<file path="src/rtl/exp2_fp32.sv">
// exp2_fp32: three-stage pipelined FP32 base-2 exponential, y -> 2^y.
// S1 captures the operand, S2 classifies it and converts it to a signed
// Q8.23 fixed-point value (integer part I, fraction F), and S3 forms 2^F
// with a shift-add corrected quadratic and packs I into the exponent field.
module exp2_fp32 #(
  parameter int DATA_WIDTH = 32,
  parameter int EXPO_WIDTH = 8,
  parameter int MANT_WIDTH = 23
) (
  input  logic                  clk,
  input  logic                  rst,
  input  logic                  en,
  input  logic                  vld_in,
  input  logic [DATA_WIDTH-1:0] Oprand_A_D,
  output logic [DATA_WIDTH-1:0] Result_out,
  output logic                  vld_out,
  output logic                  busy
);

  localparam int EW        = EXPO_WIDTH + 2;          // signed exponent arithmetic width
  localparam int INT_WIDTH = DATA_WIDTH - MANT_WIDTH; // signed integer part of Z

  typedef logic signed [EW-1:0] sexp_t;

  localparam sexp_t BIAS  = sexp_t'((1 << (EXPO_WIDTH - 1)) - 1);
  // Largest e whose magnitude still fits the Q8.23 integer field.
  localparam sexp_t E_MAX = sexp_t'(INT_WIDTH - 2);
  // Below this, {1,M} shifts out entirely and 2^y rounds to 1.0.
  localparam sexp_t E_MIN = sexp_t'(-(MANT_WIDTH + 1));

  localparam logic [DATA_WIDTH-1:0] QNAN_VAL =
    {1'b0, {EXPO_WIDTH{1'b1}}, 1'b1, {(MANT_WIDTH-1){1'b0}}};
  localparam logic [DATA_WIDTH-1:0] INF_VAL =
    {1'b0, {EXPO_WIDTH{1'b1}}, {MANT_WIDTH{1'b0}}};
  localparam logic [DATA_WIDTH-1:0] ONE_VAL =
    {2'b00, {(EXPO_WIDTH-1){1'b1}}, {MANT_WIDTH{1'b0}}};

  // ---------------------------------------------------------------- S1
  logic [DATA_WIDTH-1:0] s1_data;
  logic                  s1_vld;

  // S1: capture the raw operand and its valid.
  always_ff @(posedge clk) begin
    // NOTE: non-blocking so every stage reads the previous cycle's values
    // no matter in which order the simulator evaluates these blocks.
    if (rst) begin
      s1_data <= '0;
      s1_vld  <= 1'b0;
    end else if (en) begin
      s1_data <= Oprand_A_D;
      s1_vld  <= vld_in;
    end
  end

  // ---------------------------------------------------------------- S2
  logic                  sign_c;
  logic [EXPO_WIDTH-1:0] expo_c;
  logic [MANT_WIDTH-1:0] mant_c;
  sexp_t                 e_c;
  sexp_t                 neg_e_c;
  logic [DATA_WIDTH-2:0] x_base_c;
  logic [DATA_WIDTH-2:0] x_c;
  logic [DATA_WIDTH-1:0] z_c;
  logic                  spec_c;
  logic [DATA_WIDTH-1:0] spec_val_c;

  // S2 combinational: classify the operand and convert it to signed Q8.23.
  always_comb begin
    // NOTE: every output gets a default first so no branch leaves one
    // unassigned, which would otherwise infer a latch.
    spec_c     = 1'b0;
    spec_val_c = '0;
    sign_c     = s1_data[DATA_WIDTH-1];
    expo_c     = s1_data[DATA_WIDTH-2 -: EXPO_WIDTH];
    mant_c     = s1_data[MANT_WIDTH-1:0];
    e_c        = $signed({2'b00, expo_c}) - BIAS;
    neg_e_c    = -e_c;
    x_base_c   = {{(DATA_WIDTH-MANT_WIDTH-2){1'b0}}, 1'b1, mant_c};

    if (e_c[EW-1] == 1'b0) x_c = x_base_c << e_c;
    else                   x_c = x_base_c >> neg_e_c;

    // Negative inputs become two's complement so Z[31:23] is floor(y).
    if (sign_c) z_c = -{1'b0, x_c};
    else        z_c =  {1'b0, x_c};

    if (expo_c == '1 && mant_c != '0) begin
      spec_c     = 1'b1;
      spec_val_c = QNAN_VAL;
    end else if (e_c >= E_MAX) begin
      spec_c     = 1'b1;
      spec_val_c = sign_c ? '0 : INF_VAL;
    end else if (expo_c == '0 || e_c < E_MIN) begin
      spec_c     = 1'b1;
      spec_val_c = ONE_VAL;
    end
  end

  logic                  s2_special;
  logic [DATA_WIDTH-1:0] s2_spec_val;
  logic [INT_WIDTH-1:0]  s2_int;
  logic [MANT_WIDTH-1:0] s2_frac;
  logic                  s2_vld;

  // S2 register: special flag/value plus integer and fraction of y.
  always_ff @(posedge clk) begin
    if (rst) begin
      s2_special  <= 1'b0;
      s2_spec_val <= '0;
      s2_int      <= '0;
      s2_frac     <= '0;
      s2_vld      <= 1'b0;
    end else if (en) begin
      s2_special  <= spec_c;
      s2_spec_val <= spec_val_c;
      s2_int      <= z_c[DATA_WIDTH-1:MANT_WIDTH];
      s2_frac     <= z_c[MANT_WIDTH-1:0];
      s2_vld      <= s1_vld;
    end
  end

  // ---------------------------------------------------------------- S3
  logic [MANT_WIDTH:0]     frac_comp_c;
  logic [2*MANT_WIDTH:0]   prod_c;
  logic [MANT_WIDTH-1:0]   p_c;
  logic [MANT_WIDTH-1:0]   corr_c;
  logic [MANT_WIDTH-1:0]   mant_out_c;
  sexp_t                   ex_c;
  logic [DATA_WIDTH-1:0]   result_c;

  // S3 combinational: 2^F ~= 1 + F - 0.34375*F*(1-F), then pack with I+bias.
  always_comb begin
    frac_comp_c = {1'b1, {MANT_WIDTH{1'b0}}} - {1'b0, s2_frac};
    prod_c      = {{(MANT_WIDTH+1){1'b0}}, s2_frac} * {{MANT_WIDTH{1'b0}}, frac_comp_c};
    p_c         = MANT_WIDTH'(prod_c >> MANT_WIDTH);
    corr_c      = (p_c >> 2) + (p_c >> 4) + (p_c >> 5);
    // F*(1-F) <= 1/4, so corr stays well below F and cannot underflow.
    mant_out_c  = s2_frac - corr_c;
    ex_c        = $signed({s2_int[INT_WIDTH-1], s2_int}) + BIAS;

    if (s2_special)                     result_c = s2_spec_val;
    else if (ex_c[EW-1] || ex_c == '0)  result_c = '0;
    else                                result_c = {1'b0, ex_c[EXPO_WIDTH-1:0], mant_out_c};
  end

  // S3 register: packed result and its valid.
  always_ff @(posedge clk) begin
    if (rst) begin
      Result_out <= '0;
      vld_out    <= 1'b0;
    end else if (en) begin
      Result_out <= result_c;
      vld_out    <= s2_vld;
    end
  end

  // Pipeline occupancy for upstream/downstream drain control.
  always_comb begin
    busy = s1_vld | s2_vld | vld_out;
  end

endmodule
</file>
<file path="config.mk">
export PLATFORM = sky130hd
export DESIGN_NAME = exp2_fp32
export DESIGN_NICKNAME = d
export VERILOG_FILES = /design/src/rtl/exp2_fp32.sv
export SDC_FILE = /design/constraint.sdc
export NUM_CORES = 2
export LEC_CHECK = 0
export BUFFER_PORTS_ARGS = -buffer_cell sky130_fd_sc_hd__clkbuf_2
export CAP_MARGIN = 20
export CELL_PAD_IN_SITES_DETAIL_PLACEMENT = 0
export CELL_PAD_IN_SITES_GLOBAL_PLACEMENT = 1
export CORE_ASPECT_RATIO = 0.6
export CORE_UTILIZATION = 51
export DETAILED_ROUTE_END_ITERATION = 8
export PLACE_DENSITY_LB_ADDON = 0.08
export SYNTH_ARGS = -nofsm -noshare
export SYNTH_HDL_FRONTEND = slang
export SYNTH_SLANG_ARGS = --single-unit
</file>
<file path="constraint.sdc">
create_clock -name clk -period 14.65 [get_ports clk]
set_input_delay 2.93 -clock clk [delete_from_list [all_inputs] [get_ports clk]]
set_output_delay 2.93 -clock clk [all_outputs]
set_load 0.05 [all_outputs]
</file>
# --- After elaboration in Yosys (flattened, before gate mapping) ---
# Cells that the tools add are included.
classes:
  eq_ne: 1
  n_div: 0
  n_mux: 11
  bitwise_logic: 2
  mul: 1
  add_sub_neg: 8
  n_lt_le_gt_ge: 2
  n_reduce_logical: 6
  shifts: 2
op_table:
  columns: ["op", "n"]
  rows:
  - ["$mux W31", 5]
  - ["$mux W32", 2]
  - ["$mul A23 B24 Y46", 1]
  - ["$neg A31 Y32", 1]
  - ["$shl A24 B10 Y31", 1]
  - ["$shr A24 B10 Y31", 1]
  - ["$mux W30", 1]
  - ["$sub A24 B23 Y24 const A", 1]
  - ["$add A22 B18 Y23", 1]
  - ["$reduce_bool A23 Y1", 1]
  - ["$sub A23 B23 Y23", 1]
  - ["$add A21 B19 Y22", 1]
  - ["$add A9 B8 Y10 const B", 1]
  - ["$logic_not A10 Y1", 1]
  - ["$neg A9 Y10", 1]
  - ["$ge A9 B4 Y1 const B", 1]
  - ["$lt A9 B6 Y1 const B", 1]
  - ["$sub A8 B7 Y9 const B", 1]
  - ["$eq A8 B8 Y1 const B", 1]
  - ["$logic_not A8 Y1", 1]
  - ["$mux W1", 3]
  - ["$logic_or A1 B1 Y1", 2]
  - ["$or A1 B1 Y1", 2]
  - ["$logic_and A1 B1 Y1", 1]
totals:
  mem_bits_rw: 0
  out_inout_bits: 34
  latch_bits: 0
  regBits: 132
  memories: 0
  romBits: 0

# --- Depth between registers and ports, before layout ---
logic_depth:
  depth_word: 7
  mapped_depth: 55

# --- Least setup slack after synthesis ---
# Ideal clock, no wire load.
synth_path:
  path_kind: "register to register"
  start: "register s2_frac[1]"
  end: "register Result_out[20]"
  arrival_ns: 12.124
  required_time_ns: 14.580
  slack_ns: 2.456
  period_less_slack_ns: 12.194
  n_path_buf: 2
  setup_ns: 0.070
  stages_incl_launch_ff: 55
  cell_sequence: "dfxtp_1 > clkbuf_1 > inv_1 > ha_1 > and3_1 > and3_1 > nand3_1 > nor3_1 > nand3_1 > inv_1 > nand3_1 > nor3_1 > nand2_1 > nor4_1 > ha_1 > clkbuf_1 > nand2b_1 > fa_1 > [19 not listed] > nor2_1 > xor2_1 > fa_1 > inv_1 > fa_1 > inv_1 > ha_1 > o21ai_0 > a21boi_0 > o21a_1 > o21ai_0 > a21oi_1 > nor3_1 > o31ai_1 > a41oi_1 > a21oi_1 > or3_1 > a21oi_1"
synth_via:
  elab_chain_cells: 7
synth_rtl:
  columns: ["element", "line_no", "source"]
  rows:
  - ["start, declared", "102", "logic [MANT_WIDTH-1:0] s2_frac;"]
  - ["start signal, assigned", "117", "s2_frac <= z_c[MANT_WIDTH-1:0];"]
  - ["$sub A24 B23 Y24", "133", "frac_comp_c = {1'b1, {MANT_WIDTH{1'b0}}} - {1'b0, s2_frac};"]
  - ["$mul A23 B24 Y46", "134", "prod_c = {{(MANT_WIDTH+1){1'b0}}, s2_frac} * {{MANT_WIDTH{1'b0}}, frac_comp_c};"]
  - ["$add A21 B19 Y22", "136", "corr_c = (p_c >> 2) + (p_c >> 4) + (p_c >> 5);"]
  - ["$add A22 B18 Y23", "136", null]
  - ["$sub A23 B23 Y23 *", "138", "mant_out_c = s2_frac - corr_c;"]
  - ["$mux W31 *", "142", "else if (ex_c[EW-1] || ex_c == '0) result_c = '0;"]
  - ["$mux W32 *", "141", "if (s2_special) result_c = s2_spec_val;"]
  - ["end signal, assigned", "152", "Result_out <= result_c;"]
  - ["end, declared", "15", "output logic [DATA_WIDTH-1:0] Result_out,"]
# Mark *: on every way between the ends. The rest lies on a longest branch, timed or not.
# A chain may end at the register's enable or synchronous reset.

# --- Final worst setup path ---
layout_path:
  start: "register s2_frac[0]"
  end: "register Result_out[20]"
# Same word-level chain as after synthesis.

==> impl_metrics.py <==
metrics = {
    "outcome": {
        "status": "finished clean",
    },
    "synthesis": {
        "synthDistinctLibCells": 95,
        "yosysSeqAreaShare_pct": 7.39,
        "synthCells": 3236,
        "synth.avg_cell_area_sq_um": 8.54,
        "synth_area_leaders": "fa_1 35%, ha_1 10%, inv_1 8.7%",
        "yosysWarnings": 0,
        "ys_seq_elements": 102,
        "ys.flop_type": "dfxtp_1",
        "syn_area_sq_mm": 0.0276,
        "synth_edf_count": 0,
        "synth_area_leader_cell": "fa_1",
        "async_reset_ff_share_pct": 0,
        "synth_top_area_share_pct": 34.8,
    },
    "setup_path": {
        "slowest_delay_ns": 0.55,
        "crit_type": "reg2reg",
        "critical_path_buf_inv_count": 10,
        "crit_top_cell": "fa_1",
        "required_ns": 14.97,
        "cp.arrival_ns": 14.04,
        "cp_max_fo": 25,
        "end_kind": "register",
        "critPathLaunchType": "register",
        "crit_family": "adder cells",
        "critPathSlowestCell": "fa_1",
    },
    "timing": {
        "whs_ns": 0.466,
        "finalMaxSlewViolations": 0,
        "rsz0062_at_grt": "no",
        "setup_viol": 0,
        "worst_pin_slew_ns": 1.29,
        "final_hold_viol_count": 0,
        "max_freq_mhz": 72.9,
        "max-slew-margin-rel_pct": 14.0,
        "period_needed_ns": 13.72,
        "skew_ns": 0.0123,
        "fin_crit_sh_pct": 93.6,
        "setup_tns_ns": 0,
    },
    "floorplanning": {
        "die_w_um": 303,
        "coreArea_sq_mm": 0.0530,
        "die-area_sq_mm": 0.0552,
        "fp-row-count": 65,
        "ios": 70,
        "initial_core_util_pct": 52.1,
        "die_h_um": 182,
    },
    "layout": {
        "fin_util_pct": 54.8,
        "final_nets": 3966,
        "syn2layout_area_growth_pct": 5.05,
        "layout_common_cells": "640 x inv_1, 481 x fa_1, 363 x nor2_1",
        "layout_commonest_cell": "inv_1",
        "drive_above_1_share_pct": 6.75,
    },
    "drt": {
        "post-route-drc-count": 0,
        "ant_nets": 0,
        "firstDrtPassIters": 5,
        "routed_wl_um": 90100,
        "drt-vias-per-instance": 5.69,
        "drt_iter0_markers": 2022,
        "vias": 22370,
        "routedWlPerCell_um": 22.9,
    },
    "flow_run": {
        "cap_violations": 0,
    },
    "clock_network": {
        "path_clk_slew_ns": 0.08,
        "ctsHoldBuffers": 0,
        "ctsHtreeMaxLevel": 3,
        "clk_latency_ns": 0.39,
        "cts_buffers": 9,
        "cts_tree": "yes",
        "cts_sinks": 102,
        "clockBufferDepth": 2,
        "cts-root-buf": "clkbuf_16",
    },
    "power_and_ir_drop": {
        "p_per_area_mw_per_mm2": 57.0,
        "p_leak_nw": 13.9,
        "ir_drop_mv": 0.125,
    },
    "placement": {
        "hpwl_um": 73200,
        "place_congestion": 0.966,
        "io_buffer_count": 68,
    },
    "global_route": {
        "grt_use_total_pct": 33.9,
        "overflow": 0,
        "grt_max_degree": 77,
        "grt_pass1_wl_um": 141000,
        "grt_pass1_vias": 22861,
        "antenna_found_initial": 1,
    },
    "hold_path": {
        "hp-class": "reg2reg",
    },
}
## metrics by stage
step / area, sq um / std cells / power [mW] / setup slack (ns)
finish: 29000 / 3934 / 1.65 / 0.933
global route: 29000 / 3931 / 1.77 / 0.0364
CTS: 29000 / 3928 / 1.64 / 0.871
detailed placement: 28700 / 3912 / 1.38 / 0.964
global placement: 28700 / 3912 / 1.37 / 1.28
floorplan: 27700 / 3257 / 1.09 / 2.46
## where the power goes
group | total (mW) | leakage [nW] | internal, mW | switching (mW)
sequential | 0.343 | 0.837 | 0.310 | 0.0330
clock | 0.257 | 0.137 | 0.121 | 0.136
combinational | 1.05 | 13.0 | 0.391 | 0.664
## cells by family (layout without fill, tap and decap cells)
logic type	Yosys count	count (layout)	synth area share, %
AND/OR/NAND/NOR	1000	1000	18.2
AO/OA/AOI/OAI	350	350	8.53
XOR/XNOR	105	105	3.51
multiplexers	143	143	5.69
other	2	26	0.0272
adder cells (fa/ha/maj)	713	713	45.3
buffers and inverters	821	792	11.4
flip-flops	102	102	7.39
## registers in the layout (all words and copies together) (netlist names)
register and count:
s1_data 32, s2_vld 1, Result_out 31, s1_vld 1, vld_out 1, s2_spec_val 3
s2_special 1, s2_int 9, s2_frac 23
## worst register-to-register path, delay by kind of cell, from the launching register on
kind | cells | cell delay (ns)
AND/OR/NAND/NOR | 17 | 3.24
XOR/XNOR | 1 | 0.09
buffers and inverters | 10 | 1.12
flip-flops | 1 | 0.31
adder cells (fa/ha/maj) | 13 | 5.70
AO/OA/AOI/OAI | 14 | 3.14
## cells in the mapped netlist, types with 44 or more instances
cell / count
nand2b_1: 264
nor3_1: 44
inv_1: 641
fa_1: 481
dfxtp_1: 102
o21ai_0: 60
nand2_1: 133
nor2_1: 363
xnor2_1: 64
clkbuf_1: 133
mux2i_1: 110
a21oi_1: 88
ha_1: 226
nand3_1: 45
## final cells by class
class	instances	area (sq um)
timing repair buffer	130	811
clock inverter	6	65.1
multi-input combinational	2334	22600
antenna	3	7.51
fill	4920	24000
sequential	102	2050
inverter	646	2430
clock buffer	10	229
tap	703	880
## repair_timing
action,in CTS,in global routing
gates resized for setup,0,4
buffers inserted,0,2
endpoints found under the setup margin,0,4
## path summary, 6_finish.rpt
kind | cells after the start | startpoint | slack, ns | endpoint
worst min-delay path | 2 | Result_out[5] | 0.47 | Result_out[5]
worst max register to register | 55 | s2_frac[0] | 0.93 | Result_out[20]
worst max-delay path | 55 | s2_frac[0] | 0.93 | Result_out[20]
worst min register to register | 2 | Result_out[5] | 0.47 | Result_out[5]
## metal layers
layer	routed length [um]	track usage, %
met5	0	0
met4	1370	5.41
met1	44200	53.9
met3	10000	10.1
met2	34500	45.0
Note: power is estimated with default switching activity, not from simulation.
